### src/rtl/sonar_serial_rx.sv
// sonar_serial_rx: receives the sonar's 7O1 asynchronous serial stream and
// parses "AAA,DDDD#" frames. The last complete frame is presented as BCD
// angle and distance, with a one-cycle frame strobe and error strobe.
module sonar_serial_rx #(
    parameter int CLK_FREQ = 50_000_000,
    parameter int BAUD     = 115200
) (
    input  logic        clock,
    input  logic        reset,
    input  logic        ligar,
    input  logic        rx,
    output logic [11:0] angulo,
    output logic [15:0] distancia,
    output logic        frame_valido,
    output logic        erro,
    output logic [3:0]  db_estado,
    output logic [3:0]  db_indice
);

    localparam int DIV   = CLK_FREQ / BAUD;
    localparam int HALF  = DIV / 2;
    localparam int CNT_W = $clog2(DIV + 1);

    // Counter values at which a sample is taken: the counter starts at 0 in
    // the first cycle of a state, so a sample N cycles later is at N-1.
    localparam logic [CNT_W-1:0] CNT_HALF = CNT_W'(HALF - 1);
    localparam logic [CNT_W-1:0] CNT_FULL = CNT_W'(DIV - 1);

    localparam logic [3:0] OCIOSO   = 4'd0;
    localparam logic [3:0] INICIO   = 4'd1;
    localparam logic [3:0] DADOS    = 4'd2;
    localparam logic [3:0] PARIDADE = 4'd3;
    localparam logic [3:0] PARADA   = 4'd4;
    localparam logic [3:0] ENTREGA  = 4'd5;
    localparam logic [3:0] FALHA    = 4'd6;

    logic             rx_meta_reg;
    logic             rxs_reg;

    logic [3:0]       state_reg, state_next;
    logic [CNT_W-1:0] cnt_reg, cnt_next;
    logic [2:0]       bit_reg, bit_next;
    logic [6:0]       data_reg, data_next;
    logic             parity_reg, parity_next;

    logic [3:0]       index_reg;
    logic             frame_valido_reg;
    logic             erro_reg;
    logic [11:0]      angulo_reg;
    logic [15:0]      distancia_reg;

    logic             is_digit;
    logic             char_ok;
    logic             char_take;
    logic             shadow_clear;
    logic [27:0]      shadow_bus;

    // Two-flop synchronizer; idles high so reset does not look like a start bit
    always_ff @(posedge clock) begin
        if (!reset) begin
            rx_meta_reg <= 1'b1;
            rxs_reg     <= 1'b1;
        end else begin
            rx_meta_reg <= rx;
            rxs_reg     <= rx_meta_reg;
        end
    end

    // Bit-receiver next-state logic: mid-bit sampling driven by the baud counter
    always_comb begin
        state_next  = state_reg;
        cnt_next    = cnt_reg + CNT_W'(1);
        bit_next    = bit_reg;
        data_next   = data_reg;
        parity_next = parity_reg;
        case (state_reg)
            OCIOSO: begin
                cnt_next = '0;
                if (!rxs_reg) begin
                    state_next = INICIO;
                end
            end
            INICIO: begin
                if (cnt_reg == CNT_HALF) begin
                    cnt_next = '0;
                    bit_next = 3'd0;
                    // A line that is high again at mid-start was only a glitch
                    state_next = rxs_reg ? OCIOSO : DADOS;
                end
            end
            DADOS: begin
                if (cnt_reg == CNT_FULL) begin
                    cnt_next  = '0;
                    data_next = {rxs_reg, data_reg[6:1]};
                    bit_next  = bit_reg + 3'd1;
                    if (bit_reg == 3'd6) begin
                        state_next = PARIDADE;
                    end
                end
            end
            PARIDADE: begin
                if (cnt_reg == CNT_FULL) begin
                    cnt_next    = '0;
                    parity_next = rxs_reg;
                    state_next  = PARADA;
                end
            end
            PARADA: begin
                if (cnt_reg == CNT_FULL) begin
                    cnt_next = '0;
                    // Odd parity: data plus parity bit must hold an odd count of ones
                    if (rxs_reg && (^{data_reg, parity_reg})) begin
                        state_next = ENTREGA;
                    end else begin
                        state_next = FALHA;
                    end
                end
            end
            ENTREGA, FALHA: begin
                cnt_next   = '0;
                state_next = OCIOSO;
            end
            default: begin
                cnt_next   = '0;
                state_next = OCIOSO;
            end
        endcase
    end

    // Bit-receiver state registers; ligar=0 parks the receiver in ocioso
    always_ff @(posedge clock) begin
        if (!reset) begin
            state_reg  <= OCIOSO;
            cnt_reg    <= '0;
            bit_reg    <= 3'd0;
            data_reg   <= 7'd0;
            parity_reg <= 1'b0;
        end else if (!ligar) begin
            state_reg  <= OCIOSO;
            cnt_reg    <= '0;
            bit_reg    <= 3'd0;
            data_reg   <= data_reg;
            parity_reg <= parity_reg;
        end else begin
            state_reg  <= state_next;
            cnt_reg    <= cnt_next;
            bit_reg    <= bit_next;
            data_reg   <= data_next;
            parity_reg <= parity_next;
        end
    end

    // Character classification against what the current frame position expects
    always_comb begin
        is_digit = (data_reg[6:4] == 3'b011) && (data_reg[3:0] <= 4'd9);
        case (index_reg)
            4'd3:    char_ok = (data_reg == 7'h2C);
            4'd8:    char_ok = (data_reg == 7'h23);
            default: char_ok = is_digit;
        endcase
        char_take    = ligar && (state_reg == ENTREGA) && char_ok;
        shadow_clear = !ligar || (state_reg == FALHA) ||
                       ((state_reg == ENTREGA) && !char_ok);
    end

    // Shadow digits: digit gi captures the frame character at position POS
    // (positions 0..2 angle, 4..7 distance); digit 0 is the angle MSD.
    generate
        for (genvar gi = 0; gi < 7; gi++) begin : g_digit
            localparam logic [3:0] POS = (gi < 3) ? 4'(gi) : 4'(gi + 1);
            logic [3:0] digit_reg;

            // Load on an accepted digit at this position, drop on any error
            always_ff @(posedge clock) begin
                if (!reset || shadow_clear) begin
                    digit_reg <= 4'd0;
                end else if (char_take && (index_reg == POS)) begin
                    digit_reg <= data_reg[3:0];
                end
            end

            assign shadow_bus[27 - 4*gi -: 4] = digit_reg;
        end
    endgenerate

    // Frame parser: walks the index, commits shadows on '#', pulses strobes
    always_ff @(posedge clock) begin
        if (!reset) begin
            index_reg        <= 4'd0;
            frame_valido_reg <= 1'b0;
            erro_reg         <= 1'b0;
            angulo_reg       <= 12'd0;
            distancia_reg    <= 16'd0;
        end else begin
            frame_valido_reg <= 1'b0;
            erro_reg         <= 1'b0;
            if (!ligar) begin
                index_reg <= 4'd0;
            end else if (state_reg == FALHA) begin
                erro_reg  <= 1'b1;
                index_reg <= 4'd0;
            end else if (state_reg == ENTREGA) begin
                if (!char_ok) begin
                    erro_reg  <= 1'b1;
                    index_reg <= 4'd0;
                end else if (index_reg == 4'd8) begin
                    frame_valido_reg <= 1'b1;
                    index_reg        <= 4'd0;
                    angulo_reg       <= shadow_bus[27:16];
                    distancia_reg    <= shadow_bus[15:0];
                end else begin
                    index_reg <= index_reg + 4'd1;
                end
            end
        end
    end

    assign angulo       = angulo_reg;
    assign distancia    = distancia_reg;
    assign frame_valido = frame_valido_reg;
    assign erro         = erro_reg;
    assign db_estado    = state_reg;
    assign db_indice    = index_reg;

endmodule
### config.mk
export PLATFORM = sky130hd
export DESIGN_NAME = sonar_serial_rx
export DESIGN_NICKNAME = d
export VERILOG_FILES = /design/src/rtl/sonar_serial_rx.sv
export SDC_FILE = /design/constraint.sdc
export NUM_CORES = 1
export LEC_CHECK = 0
export ABC_CLOCK_PERIOD_IN_PS = 2400
export CAP_MARGIN = 0
export CORE_MARGIN = 4
export CORE_UTILIZATION = 35
export CTS_CLUSTER_SIZE = 12
export DETAILED_ROUTE_END_ITERATION = 10
export HOLD_SLACK_MARGIN = 0.05
export SYNTH_ARGS = -nofsm -noshare
export SYNTH_HDL_FRONTEND = slang
export SYNTH_SLANG_ARGS = --single-unit
### constraint.sdc
create_clock -name clock -period 2.4 [get_ports clock]
set_clock_uncertainty 0.05 [all_clocks]
set_input_delay 0.48 -clock clock [delete_from_list [all_inputs] [get_ports clock]]
set_output_delay 0.48 -clock clock [all_outputs]
set_load 0.05 [all_outputs]
==> results.json, run 1 <==
{
  "final_common_cell": "dfxtp_1",
  "synthAdderAreaFrac": 0.02866,
  "combPwrFrac": 0.026,
  "syn-num-nets": 472,
  "synthMuxAreaShare": 0.1045,
  "initial_core_util": 0.3593,
  "stdcell_area_um2": 4903,
  "syn_area_um2": 3929,
  "hold_end": "rxs_reg",
  "first_global_vias": 3082,
  "h-tree-depth": 3,
  "synth_edf_count": 0,
  "drc_errors": 0,
  "root_buffer": "clkbuf_16",
  "ys_seq_area_frac": 0.4433,
  "antenna_found_initial": 0,
  "hold_viol": 0,
  "area_growth_pct": 24.81,
  "overflow": 0,
  "worstReg2RegStart": "db_indice[0]",
  "rsz0062_at_grt": "no",
  "grt_max_degree": 61,
  "cts_buffers": 9,
  "arrival_ns": 1.80,
  "switching_share": 0.2011,
  "gr-usage-all-layers": 0.1421,
  "async_flop_share": 0,
  "finish.utilization": 0.4484,
  "r2r_slack_ns": 0.16,
  "numPortBuffers": 40,
  "hold_depth": 1,
  "relSlewSlack": 0.5534,
  "synth_top_family_by_area": "simple AND/OR/NAND/NOR gates",
  "wl_per_cell_um": 14.02,
  "dpl_cell_area_um2": 4543,
  "timing.fmax_mhz": 429.9,
  "cp_slowest_stage_delay_ns": 0.89,
  "viasPerCell": 5.139,
  "cts_max_path_buffers": 2,
  "routed_wl_um": 9060,
  "cts_tree": "done",
  "insertion_delay_ns": 0.34,
  "power_frac_clock": 0.515,
  "status": "completed",
  "largest_reg_flops": 28,
  "antenna_left": 0,
  "whs_ns": 0.3542,
  "internal_power_mw": 2.526,
  "cp_max_fo": 11,
  "finalCriticalPeriod_ns": 2.326,
  "dr.pass1.iters": 4,
  "io-pin-count": 42,
  "detailed_place_hpwl_um": 6242,
  "fin_tns_setup_ns": 0,
  "critPathCaptureType": "output pin",
  "drive_above_1_share": 0.09289,
  "power_frac_seq": 0.459,
  "setup_viol": 0,
  "clock-sinks": 87,
  "core_area_um2": 10940,
  "postCtsSetupBuffers": 0,
  "syn_area_per_cell_um2": 8.559,
  "syn_inst": 459,
  "nets": 514,
  "r2r_cells": 7,
  "synth_warnings": 0,
  "yosys.area_share.simple": 0.2312,
  "maxSlewViolCount": 0,
  "tightestPinTransition_ns": 0.6686,
  "power.density_nw_per_um2": 644.8,
  "final_cell_mix": "dfxtp_1, nand2_1, mux2i_1",
  "path_depth": 1,
  "start_kind": "flop",
  "path_buf_inv": 1,
  "critical_path.slowest_cell": "clkdlybuf4s50_1",
  "switchingPower_uw": 635.8,
  "ys_ff_latch": 87,
  "synth_xor_xnor_area_share": 0.03344,
  "synth_compound_area_frac": 0.1121,
  "min_from": "rx_meta_reg",
  "drt_iter0_markers": 221,
  "rows": 38,
  "synth_cell_type_count": 44,
  "routabilityCongestion": 0.8724,
  "antenna_cells": 0,
  "max_cap_violations": 0,
  "vias": 3320,
  "period_share": 0.9693,
  "grt_pass1_wl_um": 15100,
  "crit_type": "reg2out",
  "r2r_end": "db_indice[0]",
  "clkTransAtPathRegs_ns": 0.06,
  "cp_top_family": "buffers and inverters",
  "path_cells": "clkdlybuf4s50_1",
  "required_ns": 1.87,
  "dieWidth_um": 114.0,
  "die_h_um": 114.0,
  "hp-class": "reg2reg",
  "die_area_um2": 12980,
  "power.leakage_nw": 1.876,
  "ys.flop_type": "dfxtp_1",
  "power_mw": 3.162,
  "ir_worst_vdd_mv": 0.4131
}
-- stage by stage --
step / std cells / setup slack (ns)
final: 646 / 0.07378
after global routing: 646 / 0.005904
after CTS: 646 / 0.07109
after detailed placement: 630 / 0.1592
after global placement: 630 / 0.2092
after floorplan: 459 / 0.05678
-- worst max-delay path by stage --
stage / from / end
floorplan: db_indice[3] / angulo[0]
finish: db_estado[2] / db_estado[2]
global route: db_indice[3] / db_indice[3]
detailed placement: db_indice[0] / db_indice[0]
CTS: db_estado[2] / db_estado[2]
global placement: db_indice[0] / db_indice[0]
-- power groups by stage --
stage | clock, mW | sequential [mW] | combinational (mW)
2_1_floorplan | 0 | 1.49 | 0.0516
3_3_place_gp | 0 | 1.48 | 0.0800
3_5_place_dp | 0 | 1.48 | 0.0815
4_1_cts | 1.66 | 1.45 | 0.0818
5_1_grt | 1.73 | 1.45 | 0.0888
6_report | 1.63 | 1.45 | 0.0809
-- layout make-up --
| cell class | instances | area [um2] |
|---|---|---|
| fillers | 1115 | 6032 |
| repair buffers | 62 | 583.1 |
| clock buffers | 10 | 239.0 |
| inverters | 9 | 33.78 |
| flip-flops and latches | 87 | 1744 |
| well taps | 140 | 175.2 |
| multi-input cells | 332 | 2013 |
| clock inverters | 6 | 115.1 |
-- metal layers --
metal  vias up  track usage  wire [um]  share of wire
met3        12      0.03660        406          0.045
li1       1672            -          -              -
met5         -            0          0              0
met2        57       0.2315       4365           0.48
met4         0      0.04592        153          0.017
met1      1579       0.1841       4135           0.46
-- repair_timing --
action | CTS | global route
endpoints found under the setup margin | 0 | 5
hold buffers | 0 | 0
gates resized for setup | 0 | 2
-- cell families after synthesis --
group	Yosys count
and+or+nand+nor	185
DFF	87
AOI/OAI and AO/OA	81
muxes	41
buffers and inverters	40
xor gates and xnor gates	15
adders and majority gates	9
other	1
-- synthesized netlist by cell type, types with 2 or more instances --
cell       n  area, um2
nand4b_1   2      17.52
and2_1     3      18.77
nor3_1     5      25.02
a21oi_1   36      180.2
dfxtp_1   87       1742
xnor2_1    7      61.31
nor4b_1    2      17.52
mux2i_1   41      410.4
buf_2      9      45.04
xor2_1     8      70.07
nor4bb_1   4      40.04
nor2_1    30      112.6
nand4_1    7      43.79
o21ai_0   32      160.2
nor2b_1    4      25.02
inv_1      8      30.03
nand3_1   36      180.2
and4b_1    2      20.02
buf_6      2      22.52
and3_1     2      12.51
clkbuf_1  19      71.32
nand2_1   68      255.2
nor4_1     4      25.02
ha_1       9      112.6
a21o_1     4      30.03
or3_1      5      31.28
nor3b_1    2      15.01
a31oi_1    2      12.51
nand2b_1   4      25.02
No activity file was read; power rests on OpenSTA's default activity.
==> run 2, diff against run 1 <==
--- a/config.mk
+++ b/config.mk
@@ -12,6 +12,7 @@
 export CTS_CLUSTER_SIZE = 12
 export DETAILED_ROUTE_END_ITERATION = 10
 export HOLD_SLACK_MARGIN = 0.05
+export SLEW_MARGIN = 20
 export SYNTH_ARGS = -nofsm -noshare
 export SYNTH_HDL_FRONTEND = slang
 export SYNTH_SLANG_ARGS = --single-unit
==> results of run 2 <==
No change in the layout: final DEF, timing and power equal those of run 1.
